[src/rtl/locker_door_controller.sv]
// Locker bank door controller: owns occupancy, allocates the lowest free locker on an
// authenticated deposit, releases on an authenticated retrieval, and times each door-open window.
module locker_door_controller #(
    parameter int NUM_LOCKERS = 8,
    parameter int IDX_W       = 3,
    parameter int OPEN_CYCLES = 16,
    parameter int TIMER_W     = 8
) (
    input  logic                   clk,
    input  logic                   reset,
    input  logic                   reset_lockers,
    input  logic                   deposit_req,
    input  logic                   auth_success,
    input  logic                   package_present,
    input  logic                   retrieval_req,
    input  logic                   retrieval_auth,
    input  logic [IDX_W-1:0]       retrieval_locker,
    output logic [NUM_LOCKERS-1:0] locker_doors,
    output logic [IDX_W-1:0]       assigned_locker_display,
    output logic [NUM_LOCKERS-1:0] occupied,
    output logic                   lockers_full,
    output logic                   busy,
    output logic                   req_error
);

    typedef enum logic [1:0] {
        IDLE,
        DEP_OPEN,
        RET_OPEN
    } state_t;

    localparam logic [TIMER_W-1:0] TIMER_LOAD = TIMER_W'(OPEN_CYCLES - 1);

    state_t                 state_q, state_d;
    logic [TIMER_W-1:0]     timer_q, timer_d;
    logic [NUM_LOCKERS-1:0] doors_q, doors_d;
    logic [IDX_W-1:0]       display_q, display_d;
    logic [NUM_LOCKERS-1:0] occupied_q, occupied_d;
    logic                   reqErr_q, reqErr_d;

    logic [IDX_W-1:0]       freeIdx;
    logic                   bankFull;
    logic                   depAccept;
    logic                   retAccept;

    // Scan downward so the lowest-numbered clear bit is the one left standing.
    always_comb begin
        freeIdx = '0;
        for (int i = NUM_LOCKERS - 1; i >= 0; i--) begin
            if (!occupied_q[i]) begin
                freeIdx = IDX_W'(i);
            end
        end
    end

    assign bankFull  = &occupied_q;
    assign depAccept = (state_q == IDLE) && deposit_req && auth_success
                       && package_present && !bankFull;
    assign retAccept = (state_q == IDLE) && retrieval_req && retrieval_auth
                       && occupied_q[retrieval_locker] && !depAccept;

    always_comb begin
        state_d    = state_q;
        timer_d    = timer_q;
        doors_d    = doors_q;
        display_d  = display_q;
        occupied_d = occupied_q;
        reqErr_d   = (deposit_req && !depAccept) || (retrieval_req && !retAccept);

        if (reset_lockers) begin
            state_d    = IDLE;
            timer_d    = '0;
            doors_d    = '0;
            occupied_d = '0;
            reqErr_d   = 1'b0;
        end else begin
            unique case (state_q)
                IDLE: begin
                    if (depAccept) begin
                        occupied_d[freeIdx] = 1'b1;
                        doors_d             = NUM_LOCKERS'(1) << freeIdx;
                        display_d           = freeIdx;
                        timer_d             = TIMER_LOAD;
                        state_d             = DEP_OPEN;
                    end else if (retAccept) begin
                        doors_d   = NUM_LOCKERS'(1) << retrieval_locker;
                        display_d = retrieval_locker;
                        timer_d   = TIMER_LOAD;
                        state_d   = RET_OPEN;
                    end
                end
                DEP_OPEN, RET_OPEN: begin
                    if (timer_q == '0) begin
                        doors_d = '0;
                        state_d = IDLE;
                        // The display register still names the retrieved locker here.
                        if (state_q == RET_OPEN) begin
                            occupied_d[display_q] = 1'b0;
                        end
                    end else begin
                        timer_d = timer_q - TIMER_W'(1);
                    end
                end
                default: begin
                    state_d = IDLE;
                    doors_d = '0;
                end
            endcase
        end
    end

    always_ff @(posedge clk or posedge reset) begin
        if (reset) begin
            state_q    <= IDLE;
            timer_q    <= '0;
            doors_q    <= '0;
            display_q  <= '0;
            occupied_q <= '0;
            reqErr_q   <= 1'b0;
        end else begin
            state_q    <= state_d;
            timer_q    <= timer_d;
            doors_q    <= doors_d;
            display_q  <= display_d;
            occupied_q <= occupied_d;
            reqErr_q   <= reqErr_d;
        end
    end

    assign locker_doors            = doors_q;
    assign assigned_locker_display = display_q;
    assign occupied                = occupied_q;
    assign lockers_full            = bankFull;
    assign busy                    = (state_q != IDLE);
    assign req_error               = reqErr_q;

endmodule

[config.mk]
export PLATFORM = sky130hd
export DESIGN_NAME = locker_door_controller
export DESIGN_NICKNAME = d
export VERILOG_FILES = /design/src/rtl/locker_door_controller.sv
export SDC_FILE = /design/constraint.sdc
export NUM_CORES = 1
export LEC_CHECK = 0
export BUFFER_PORTS_ARGS = -buffer_cell sky130_fd_sc_hd__buf_2
export CAP_MARGIN = 10
export CORE_MARGIN = 2
export CORE_UTILIZATION = 60
export CTS_CLUSTER_DIAMETER = 50
export DETAILED_ROUTE_END_ITERATION = 8
export PLACE_DENSITY = 0.84
export SYNTH_ARGS = -nofsm -noshare
export SYNTH_HDL_FRONTEND = slang
export SYNTH_SLANG_ARGS = --single-unit
[constraint.sdc]
create_clock -name clk -period 5 [get_ports clk]
set_input_delay 1 -clock clk [delete_from_list [all_inputs] [get_ports clk]]
set_output_delay 1 -clock clk [all_outputs]
set_load 0.02 [all_outputs]
==> results.ini, run 1 <==
[status]
status = finished clean

[grt]
initial_antenna_violation_count = 0
grt_start_max_net_pins = 31
first_global_vias = 1619
global_route_usage_sum_pct = 28.1
grt_first_pass_wirelength_mm = 7.69
globalRouteOverflowTotal = 0

[clocking]
cts.repair_timing.setup_buffer_count = 0
cts_htree_levels = 2
cts-buffers-inserted = 5
cts_tree = yes
source_to_sink_clock_delay_at_the_later_pin_of_the_worst_skew_pair_ps = 340
hold_buf_cts = 0
cts-root-to-sink-buffers = 2
cts.reportedPaths.clkPinSlew_ps = 90
post_cts_resized = 0
clk_root_buffer_cell = sky130_fd_sc_hd__clkbuf_4
clkSinkCount = 30

[timing]
worst_clock_skew_ps = 8.63
holdWs_ps = 520
achievable_clock_frequency_mhz = 383
finalSetupViolCount = 0
tightestPinTransition_ps = 759
timing_max_transition_violations_final = 0
relSlewSlack_pct = 49.2
timing_hold_violations_final = 0
finalWorstPathRequiredPeriod_ps = 2610
rsz0062_at_grt = no
post-route-period-util_pct = 52.3
final.setup.worst_slack_ps = 2390
setup_total_negative_slack_ps = 0

[power]
pwr-share-clk_pct = 23.5
sw_frac_of_total_pct = 37.9
share_comb_of_total_power_pct = 30.7
power-per-cell-area_nw_per_um2 = 294
power.ir.vdd_worst_v = 0.000204
sequentialPowerShare_pct = 45.8
internal_power_mw = 0.405
switching_power_mw = 0.247
leakage_nw = 1.02

[drt]
postRouteAntennaNets = 0
route.detailed.vias_per_inst = 6.30
firstDrtPassIters = 5
drc = 0
finalWirelength_mm = 4.72
detail_route.wl_per_cell_um = 16.6
drt_iter0_drc = 176
via_count = 1796

[logic_synthesis]
synthTopCellsByArea = sky130_fd_sc_hd__dfrtp_1, sky130_fd_sc_hd__o32ai_1, sky130_fd_sc_hd__inv_1
yosysTopAreaCellShare_pct = 38.0
synthesis.area_um2 = 1980
post_synthesis_cell_count = 207
ys_ff_latch = 30
yosysSeqAreaShare_pct = 38.0
number_of_distinct_library_cells_after_synthesis = 58
synth.yosys.warnings = 0
yosys.area.top_type = sky130_fd_sc_hd__dfrtp_1
post_synthesis_net_count = 222
synth.avg_cell_area_um2 = 9.56

[layout]
final_std_cell_area_no_fill_um2 = 2220
net_count_reported_at_finish = 255
n_fill_cell = 254
post_route_core_utilization_pct = 71.5
mostFrequentLayoutCells = sky130_fd_sc_hd__buf_2, sky130_fd_sc_hd__dfrtp_1, sky130_fd_sc_hd__inv_1
synthToLayoutAreaGrowth_pct = 12.2
fraction_of_final_layout_cells_with_drive_strength_greater_than_1_pct = 26.6
layout_commonest_cell = sky130_fd_sc_hd__buf_2
num_antenna_cells = 0

[place]
placedInstanceArea_um2 = 2160
placement.setup.worst_slack_ps = 2390
gp_routability_congestion = 0.833
dp.final_hpwl_mm = 3.34
port_buffers = 32

[floorplanning]
die-height_um = 61.4
initial_core_util_pct = 63.7
floorplan.rows = 20
die_x_um = 61.4
die_area_um2 = 3770
floorplan.io_pins = 33
coreArea_um2 = 3100

[worst_setup_path]
worstPathCellList = inv_1, ha_1, inv_1, buf_2
crit_end_category = primary output
path_max_fanout = 10
crit_top_cell = sky130_fd_sc_hd__inv_1
worst_reg2reg_setup_slack_ps = 2570
crit_slowest_cell = sky130_fd_sc_hd__ha_1
cp-start-kind = flip-flop
kind_of_critical_path = flip-flop to primary output
slowest_delay_ps = 410
worst-endpoint-required_ps = 4000
arrival_ps = 1610

[run]
max_cap_violations = 0

[min_path]
hp-class = flip-flop to flip-flop

-- metrics by stage --
stage | power, mW | cells
finish | 0.652 | 285
global route | 0.694 | 285
CTS | 0.653 | 285
detailed placement | 0.501 | 277
global placement | 0.495 | 277
floorplan | 0.446 | 207
-- worst paths after layout --
path,from,endpoint,depth (start not counted)
worst max-delay path,state_q[0],busy,4
worst min-delay path,locker_doors[3],locker_doors[3],2
worst max register to register,state_q[0],occupied[3],7
worst min register to register,locker_doors[3],locker_doors[3],2
max in group asynchronous,reset,occupied[3],3
min in group asynchronous,reset,timer_q[7],3
-- metal layers --
layer	wire length, um	GRT usage [%]	vias up	share of wire [%]
li1	-	-	852	-
met1	2140	40.6	856	45
met2	2210	42.9	79	47
met3	298	5.88	9	6.3
met4	71	8.51	0	1.5
met5	0	0	-	0
-- cell type report --
class	instances	area, um^2	share of cell area (%)
clock inverter	1	5.00	0.225
tap	44	55.1	2.48
sequential	30	751	33.8
inverter	19	71.3	3.21
timing repair buffer	33	168	7.55
multi-input combinational	151	1110	50.2
clock buffer	7	55.1	2.48
-- cell families (layout without fill, tap and decap cells) --
family	after synthesis	after routing	share of synthesized area (%)
DFF	30	30	38.0
muxes	6	6	3.23
AOI/OAI and AO/OA	76	76	32.1
buffers and inverters	26	60	5.69
adders and majority gates	4	4	2.53
and+or+nand+nor	65	65	18.5
-- flip-flops by register name, summed over array words and instances, names as in the netlist --
register	count
occupied	8
state_q	2
assigned_locker_display	3
timer_q	8
req_error	1
locker_doors	8
-- cells in the mapped netlist (all sizes together) --
master	instances
a21o	3
a311o	3
ha	4
nand4	3
or4	1
a22oi	2
nor2b	4
nor3	3
o21ai	7
mux2i	3
o21a	4
o31a	1
clkbuf	2
a21oi	16
nor2	17
a211o	3
nand3	5
and4	2
nand2b	4
a41o	2
o41ai	3
nor4	4
a2111oi	1
a21bo	1
dlygate4sd1	1
o31ai	3
a211oi	5
o32ai	9
a311oi	1
o22a	2
nand2	17
o2111ai	1
inv	19
dfrtp	30
o21bai	1
nor3b	1
a2111o	1
a22o	1
a31oi	5
or3	2
mux2	3
or2	2
buf	4
o2bb2a	1
-- critical path, delay by kind of cell, from the launching register on --
family | cells | cell delay, ps
adders and majority gates | 1 | 410
buffers and inverters | 3 | 500
DFF | 1 | 370
-- power by group through the flow --
stage | logic, mW | clock network [mW] | registers (mW)
floorplan | 0.143 | 0 | 0.303
global placement | 0.194 | 0 | 0.301
detailed placement | 0.198 | 0 | 0.303
CTS | 0.200 | 0.155 | 0.298
global route | 0.224 | 0.168 | 0.302
finish | 0.200 | 0.153 | 0.299
No activity file was read; power rests on OpenSTA's default activity.
==> run 2: changes to the inputs <==
--- a/config.mk
+++ b/config.mk
@@ -8,10 +8,10 @@
 export BUFFER_PORTS_ARGS = -buffer_cell sky130_fd_sc_hd__buf_2
 export CAP_MARGIN = 10
 export CORE_MARGIN = 2
-export CORE_UTILIZATION = 60
+export CORE_UTILIZATION = 56
 export CTS_CLUSTER_DIAMETER = 50
 export DETAILED_ROUTE_END_ITERATION = 8
-export PLACE_DENSITY = 0.84
+export PLACE_DENSITY = 0.79
 export SYNTH_ARGS = -nofsm -noshare
 export SYNTH_HDL_FRONTEND = slang
 export SYNTH_SLANG_ARGS = --single-unit
==> constraint.sdc (replaced) <==
create_clock -name clk -period 2.55 [get_ports clk]
set_input_delay 0.51 -clock clk [delete_from_list [all_inputs] [get_ports clk]]
set_output_delay 0.51 -clock clk [all_outputs]
set_load 0.02 [all_outputs]
==> results.ini, run 2 (synthesis gave the netlist of run 1 again) <==
[min_path]
hp-class = input port to async pin  ; was flip-flop to flip-flop

[power]
power.ir.vdd_worst_v = 0.000448  ; was 0.000204 V
power-per-cell-area_nw_per_um2 = 649  ; was 294 nW/um^2
leakage_nw = 1.05  ; was 1.02 nW

[floorplanning]
die_area_um2 = 4020  ; was 3770 um^2
floorplan.rows = 21  ; was 20
floorplan.io_pins = 33  ; unchanged
die-height_um = 63.4  ; was 61.4 um
coreArea_um2 = 3360  ; was 3100 um^2
die_x_um = 63.4  ; was 61.4 um
initial_core_util_pct = 58.8  ; was 63.7%

[drt]
via_count = 1778  ; was 1796
firstDrtPassIters = 4  ; was 5
detail_route.wl_per_cell_um = 16.4  ; was 16.6 um
finalWirelength_mm = 4.77  ; was 4.72 mm
drt_iter0_drc = 158  ; was 176
route.detailed.vias_per_inst = 6.13  ; was 6.30
postRouteAntennaNets = 0  ; unchanged
drc = 0  ; unchanged

[timing]
final.setup.worst_slack_ps = 232  ; was 2390 ps
worst_clock_skew_ps = 9.93  ; was 8.63 ps
tightestPinTransition_ps = 713  ; was 759 ps
finalWorstPathRequiredPeriod_ps = 2320
setup_total_negative_slack_ps = 0  ; unchanged
timing_hold_violations_final = 0  ; unchanged
achievable_clock_frequency_mhz = 431
finalSetupViolCount = 0  ; unchanged
timing_max_transition_violations_final = 0  ; unchanged
relSlewSlack_pct = 52.3  ; was 49.2%
rsz0062_at_grt = no  ; unchanged
post-route-period-util_pct = 90.9

[layout]
layout_commonest_cell = sky130_fd_sc_hd__buf_2  ; unchanged
final_cells = 290  ; was 285
mostFrequentLayoutCells = sky130_fd_sc_hd__buf_2, sky130_fd_sc_hd__dfrtp_1, sky130_fd_sc_hd__inv_1  ; unchanged
net_count_reported_at_finish = 258  ; was 255
n_fill_cell = 295  ; was 254
fraction_of_final_layout_cells_with_drive_strength_greater_than_1_pct = 27.9  ; was 26.6%
synthToLayoutAreaGrowth_pct = 16.1  ; was 12.2%
num_antenna_cells = 0  ; unchanged
final_std_cell_area_no_fill_um2 = 2300  ; was 2220 um^2

[worst_setup_path]
path_delay_family = compound AO/OA/AOI/OAI gates  ; was buffers and inverters
r2r_cells = 6  ; was 7
worst_reg2reg_setup_slack_ps = 230  ; was 2570 ps
cp-start-kind = flip-flop  ; unchanged
critical_path_buf_inv_count = 1  ; was 3
path_depth = 6  ; was 4
arrival_ps = 2510  ; was 1610 ps
timing.critical_path.from = state_q[1]  ; was state_q[0]
crit_end_category = flip-flop  ; was primary output
slowest_delay_ps = 600  ; was 410 ps
path_max_fanout = 15  ; was 10
worst-endpoint-required_ps = 2750  ; was 4000 ps
worstPathCellList = inv_1, ha_1, and4_2, o21ai_4, o31ai_1, o32ai_1  ; was inv_1, ha_1, inv_1, buf_2
worst_reg2reg_endpoint = locker_doors[0]  ; was occupied[3]
crit_slowest_cell = sky130_fd_sc_hd__o31ai_1  ; was sky130_fd_sc_hd__ha_1
rr_startpoint = state_q[1]  ; was state_q[0]
kind_of_critical_path = flip-flop to flip-flop  ; was flip-flop to primary output

[place]
port_buffers = 32  ; unchanged
placement.setup.worst_slack_ps = 291  ; was 2390 ps
gp_routability_congestion = 0.877  ; was 0.833
dp.final_hpwl_mm = 3.39  ; was 3.34 mm
placedInstanceArea_um2 = 2180  ; was 2160 um^2
numPlacedInstances = 282  ; was 277

[clocking]
cts.repair_timing.setup_buffer_count = 0  ; unchanged
cts_htree_levels = 2  ; unchanged
cts-root-to-sink-buffers = 2  ; unchanged
cts_tree = yes  ; unchanged
clk_root_buffer_cell = sky130_fd_sc_hd__clkbuf_4  ; unchanged
cts.reportedPaths.clkPinSlew_ps = 100  ; was 90 ps
clkSinkCount = 30  ; unchanged
hold_buf_cts = 0  ; unchanged
cts-buffers-inserted = 5  ; unchanged
source_to_sink_clock_delay_at_the_later_pin_of_the_worst_skew_pair_ps = 330  ; was 340 ps
post_cts_resized = 0  ; unchanged

[grt]
global_route_usage_sum_pct = 26.2  ; was 28.1%
grt_first_pass_wirelength_mm = 8.32  ; was 7.69 mm
globalRouteOverflowTotal = 0  ; unchanged
first_global_vias = 1741  ; was 1619
initial_antenna_violation_count = 0  ; unchanged
grt_start_max_net_pins = 31  ; unchanged

[status]
status = finished clean  ; unchanged

[run]
max_cap_violations = 0  ; unchanged

==> run 2: changes by cell type in the layout (fill, tap and decap cells not counted) <==
| cell | delta |
|---|---|
| sky130_fd_sc_hd__buf_4 | +3 |
| sky130_fd_sc_hd__bufinv_16 | +2 |
| sky130_fd_sc_hd__clkinv_2 | -1 |
| sky130_fd_sc_hd__clkbuf_1 | -1 |
==> run 2: tightest hold or removal path: stages <==
cell                    delay [ps]
sky130_fd_sc_hd__buf_2          90
sky130_fd_sc_hd__inv_1          40
sky130_fd_sc_hd__buf_4         340
==> run 2: cell type report <==
class                      count  area, um^2  area share (%)
multi-input combinational    151        1110            48.6
sequential                    30         751            32.7
timing repair buffer          36         190            8.28
inverter                      19        71.3            3.11
clock inverter                 2        60.1            2.62
tap                           46        57.6            2.51
clock buffer                   6        51.3            2.23
==> run 2: how the worst max path moves through the flow <==
stage,end,slack (ps)
3_3_place_gp,locker_doors[0],340
3_5_place_dp,locker_doors[0],290
4_1_cts,locker_doors[0],250
5_1_grt,locker_doors[0],60
6_report,locker_doors[0],230
2_1_floorplan,assigned_locker_display[0],590
==> run 2: power breakdown <==
group	switching [mW]	internal, mW
clock	0.173	0.332
sequential	0.0685	0.513
combinational	0.249	0.153
total	0.491	0.999
==> run 2: routing by layer <==
| layer | vias to the layer above | global-route usage (%) | wire length [um] |
|---|---|---|---|
| li1 | 865 | - | - |
| met1 | 843 | 37.0 | 2220 |
| met2 | 64 | 40.0 | 2210 |
| met3 | 6 | 5.71 | 277 |
| met4 | 0 | 8.97 | 53 |
| met5 | - | 0 | 0 |
==> run 2: stage by stage <==
step                      util [%]  hold slack (ps)  power [mW]
final                         68.3              224        1.49
after global routing          68.3              270        1.58
after CTS                     68.3              235        1.49
after detailed placement      65.0              519       0.986
after global placement        65.0              508       0.975
after floorplan                  -              486       0.874
==> run 3: changes to the inputs <==
--- a/config.mk
+++ b/config.mk
@@ -11,6 +11,7 @@
 export CORE_UTILIZATION = 56
 export CTS_CLUSTER_DIAMETER = 50
 export DETAILED_ROUTE_END_ITERATION = 8
+export GPL_TIMING_DRIVEN = 0
 export PLACE_DENSITY = 0.79
 export SYNTH_ARGS = -nofsm -noshare
 export SYNTH_HDL_FRONTEND = slang
==> results.ini, run 3 (synthesis gave the netlist of run 1 again) <==
[status]
status = finished clean  ; unchanged

[grt]
globalRouteOverflowTotal = 0  ; unchanged
global_route_usage_sum_pct = 26.3  ; was 26.2%
grt_first_pass_wirelength_mm = 8.30  ; was 8.32 mm
grt_start_max_net_pins = 31  ; unchanged
initial_antenna_violation_count = 0  ; unchanged
first_global_vias = 1730  ; was 1741

[layout]
synthToLayoutAreaGrowth_pct = 14.4  ; was 16.1%
net_count_reported_at_finish = 261  ; was 258
fraction_of_final_layout_cells_with_drive_strength_greater_than_1_pct = 26.4  ; was 27.9%
num_antenna_cells = 0  ; unchanged
mostFrequentLayoutCells = sky130_fd_sc_hd__buf_2, sky130_fd_sc_hd__dfrtp_1, sky130_fd_sc_hd__inv_1  ; unchanged
layout_commonest_cell = sky130_fd_sc_hd__buf_2  ; unchanged
final_cells = 292  ; was 290
post_route_core_utilization_pct = 67.3  ; was 68.3%

[drt]
detail_route.wl_per_cell_um = 16.3  ; was 16.4 um
firstDrtPassIters = 4  ; unchanged
drt_iter0_drc = 272  ; was 158
postRouteAntennaNets = 0  ; unchanged
drc = 0  ; unchanged
via_count = 1841  ; was 1778
finalWirelength_mm = 4.75  ; was 4.77 mm
route.detailed.vias_per_inst = 6.30  ; was 6.13

[power]
sequentialPowerShare_pct = 45.2  ; was 39.0%
leakage_nw = 1.03  ; was 1.05 nW
internal_power_mw = 0.774  ; was 0.999 mW
sw_frac_of_total_pct = 38.4  ; was 33.0%
switching_power_mw = 0.482  ; was 0.491 mW
power.ir.vdd_worst_v = 0.000376  ; was 0.000448 V
share_comb_of_total_power_pct = 33.3  ; was 27.0%
power-per-cell-area_nw_per_um2 = 555  ; was 649 nW/um^2
pwr-share-clk_pct = 21.5  ; was 33.9%

[worst_setup_path]
worst_reg2reg_setup_slack_ps = 340  ; was 230 ps
critical_path_buf_inv_count = 1  ; unchanged
crit_slowest_cell = sky130_fd_sc_hd__nor3b_1  ; was sky130_fd_sc_hd__o31ai_1
rr_startpoint = timer_q[0]  ; was state_q[1]
r2r_cells = 7  ; was 6
slowest_delay_ps = 430  ; was 600 ps
worstPathCellList = inv_1, ha_1, nor3b_1, nand4_1, a22oi_1, o21ai_1, o41ai_1  ; was inv_1, ha_1, and4_2, o21ai_4, o31ai_1, o32ai_1
path_max_fanout = 4  ; was 15
arrival_ps = 2450  ; was 2510 ps
worst-endpoint-required_ps = 2790  ; was 2750 ps
worst_reg2reg_endpoint = occupied[5]  ; was locker_doors[0]
path_delay_family = compound AO/OA/AOI/OAI gates  ; unchanged
crit_end_category = flip-flop  ; unchanged
kind_of_critical_path = flip-flop to flip-flop  ; unchanged
cp-start-kind = flip-flop  ; unchanged

[floorplanning]
die-height_um = 63.4  ; unchanged
die_area_um2 = 4020  ; unchanged
initial_core_util_pct = 58.8  ; unchanged
floorplan.rows = 21  ; unchanged
die_x_um = 63.4  ; unchanged
coreArea_um2 = 3360  ; unchanged
floorplan.io_pins = 33  ; unchanged

[timing]
holdWs_ps = 151  ; was 224 ps
finalWorstPathRequiredPeriod_ps = 2210  ; was 2320 ps
timing_hold_violations_final = 0  ; unchanged
worst_clock_skew_ps = 14.0  ; was 9.93 ps
post-route-period-util_pct = 86.8  ; was 90.9%
setup_total_negative_slack_ps = 0  ; unchanged
tightestPinTransition_ps = 645  ; was 713 ps
rsz0062_at_grt = no  ; unchanged
finalSetupViolCount = 0  ; unchanged
achievable_clock_frequency_mhz = 452  ; was 431 MHz
relSlewSlack_pct = 56.8  ; was 52.3%
timing_max_transition_violations_final = 0  ; unchanged

[clocking]
hold_buf_cts = 0  ; unchanged
clk_root_buffer_cell = sky130_fd_sc_hd__clkbuf_4  ; unchanged
cts.repair_timing.setup_buffer_count = 0  ; unchanged
clkSinkCount = 30  ; unchanged
cts_htree_levels = 2  ; unchanged
cts.reportedPaths.clkPinSlew_ps = 90  ; was 100 ps
cts-root-to-sink-buffers = 2  ; unchanged
cts-buffers-inserted = 5  ; unchanged
post_cts_resized = 0  ; unchanged
source_to_sink_clock_delay_at_the_later_pin_of_the_worst_skew_pair_ps = 350  ; was 330 ps
cts_tree = yes  ; unchanged

[place]
dp.final_hpwl_mm = 3.39  ; about the same
port_buffers = 31  ; was 32
gp_routability_congestion = 0.907  ; was 0.877
numPlacedInstances = 284  ; was 282

[run]
max_cap_violations = 0  ; unchanged

[min_path]
hp-class = input port to async pin  ; unchanged

[run 3: cell types whose count changed in the layout (fill, tap and decap cells not counted)]
cell	change
sky130_fd_sc_hd__clkbuf_1	+4
sky130_fd_sc_hd__buf_4	-2
sky130_fd_sc_hd__bufinv_16	-2
sky130_fd_sc_hd__buf_16	+1
sky130_fd_sc_hd__buf_2	+1
sky130_fd_sc_hd__clkbuf_8	-1
sky130_fd_sc_hd__dlygate4sd1_1	+1
[run 3: per-layer routing]
layer / vias up / part of all wire [%] / global-route usage, %
li1: 866 / - / -
met1: 913 / 47 / 36.0
met2: 51 / 46 / 39.9
met3: 11 / 4.8 / 5.00
met4: 0 / 2.3 / 12.8
met5: - / 0 / 0
[run 3: power groups by stage]
stage	Combinational [mW]	Sequential [mW]	Clock [mW]
3_3_place_gp	0.403	0.574	0
4_1_cts	0.410	0.567	0.270
6_report	0.418	0.568	0.271
3_5_place_dp	0.408	0.576	0
2_1_floorplan	0.280	0.593	0
5_1_grt	0.464	0.572	0.294
[run 3: through the flow]
step,instance area [um^2],total power [mW],setup slack (ps)
after floorplan,1980,0.874,590
after global placement,2190,0.977,375
after detailed placement,2190,0.984,396
after CTS,2240,1.25,358
after global routing,2260,1.33,86.4
final,2260,1.26,336
[run 3: area by class of cell]
class,instances,area [um^2]
flip-flops and latches,30,751
inverters,19,71.3
repair buffers,32,183
multi-input cells,151,1110
fillers,312,1100
well taps,46,57.6
plain buffers,7,41.3
clock buffers,7,45.0
[run 3: worst max path at each step]
stage	startpoint	endpoint	slack, ps	cells past startpoint
after floorplan	retrieval_locker[1]	assigned_locker_display[0]	590	6
after global placement	timer_q[0]	occupied[4]	380	7
after detailed placement	timer_q[0]	occupied[4]	400	7
after CTS	timer_q[0]	occupied[4]	360	7
after global routing	timer_q[0]	occupied[5]	90	7
final	timer_q[0]	occupied[5]	340	7
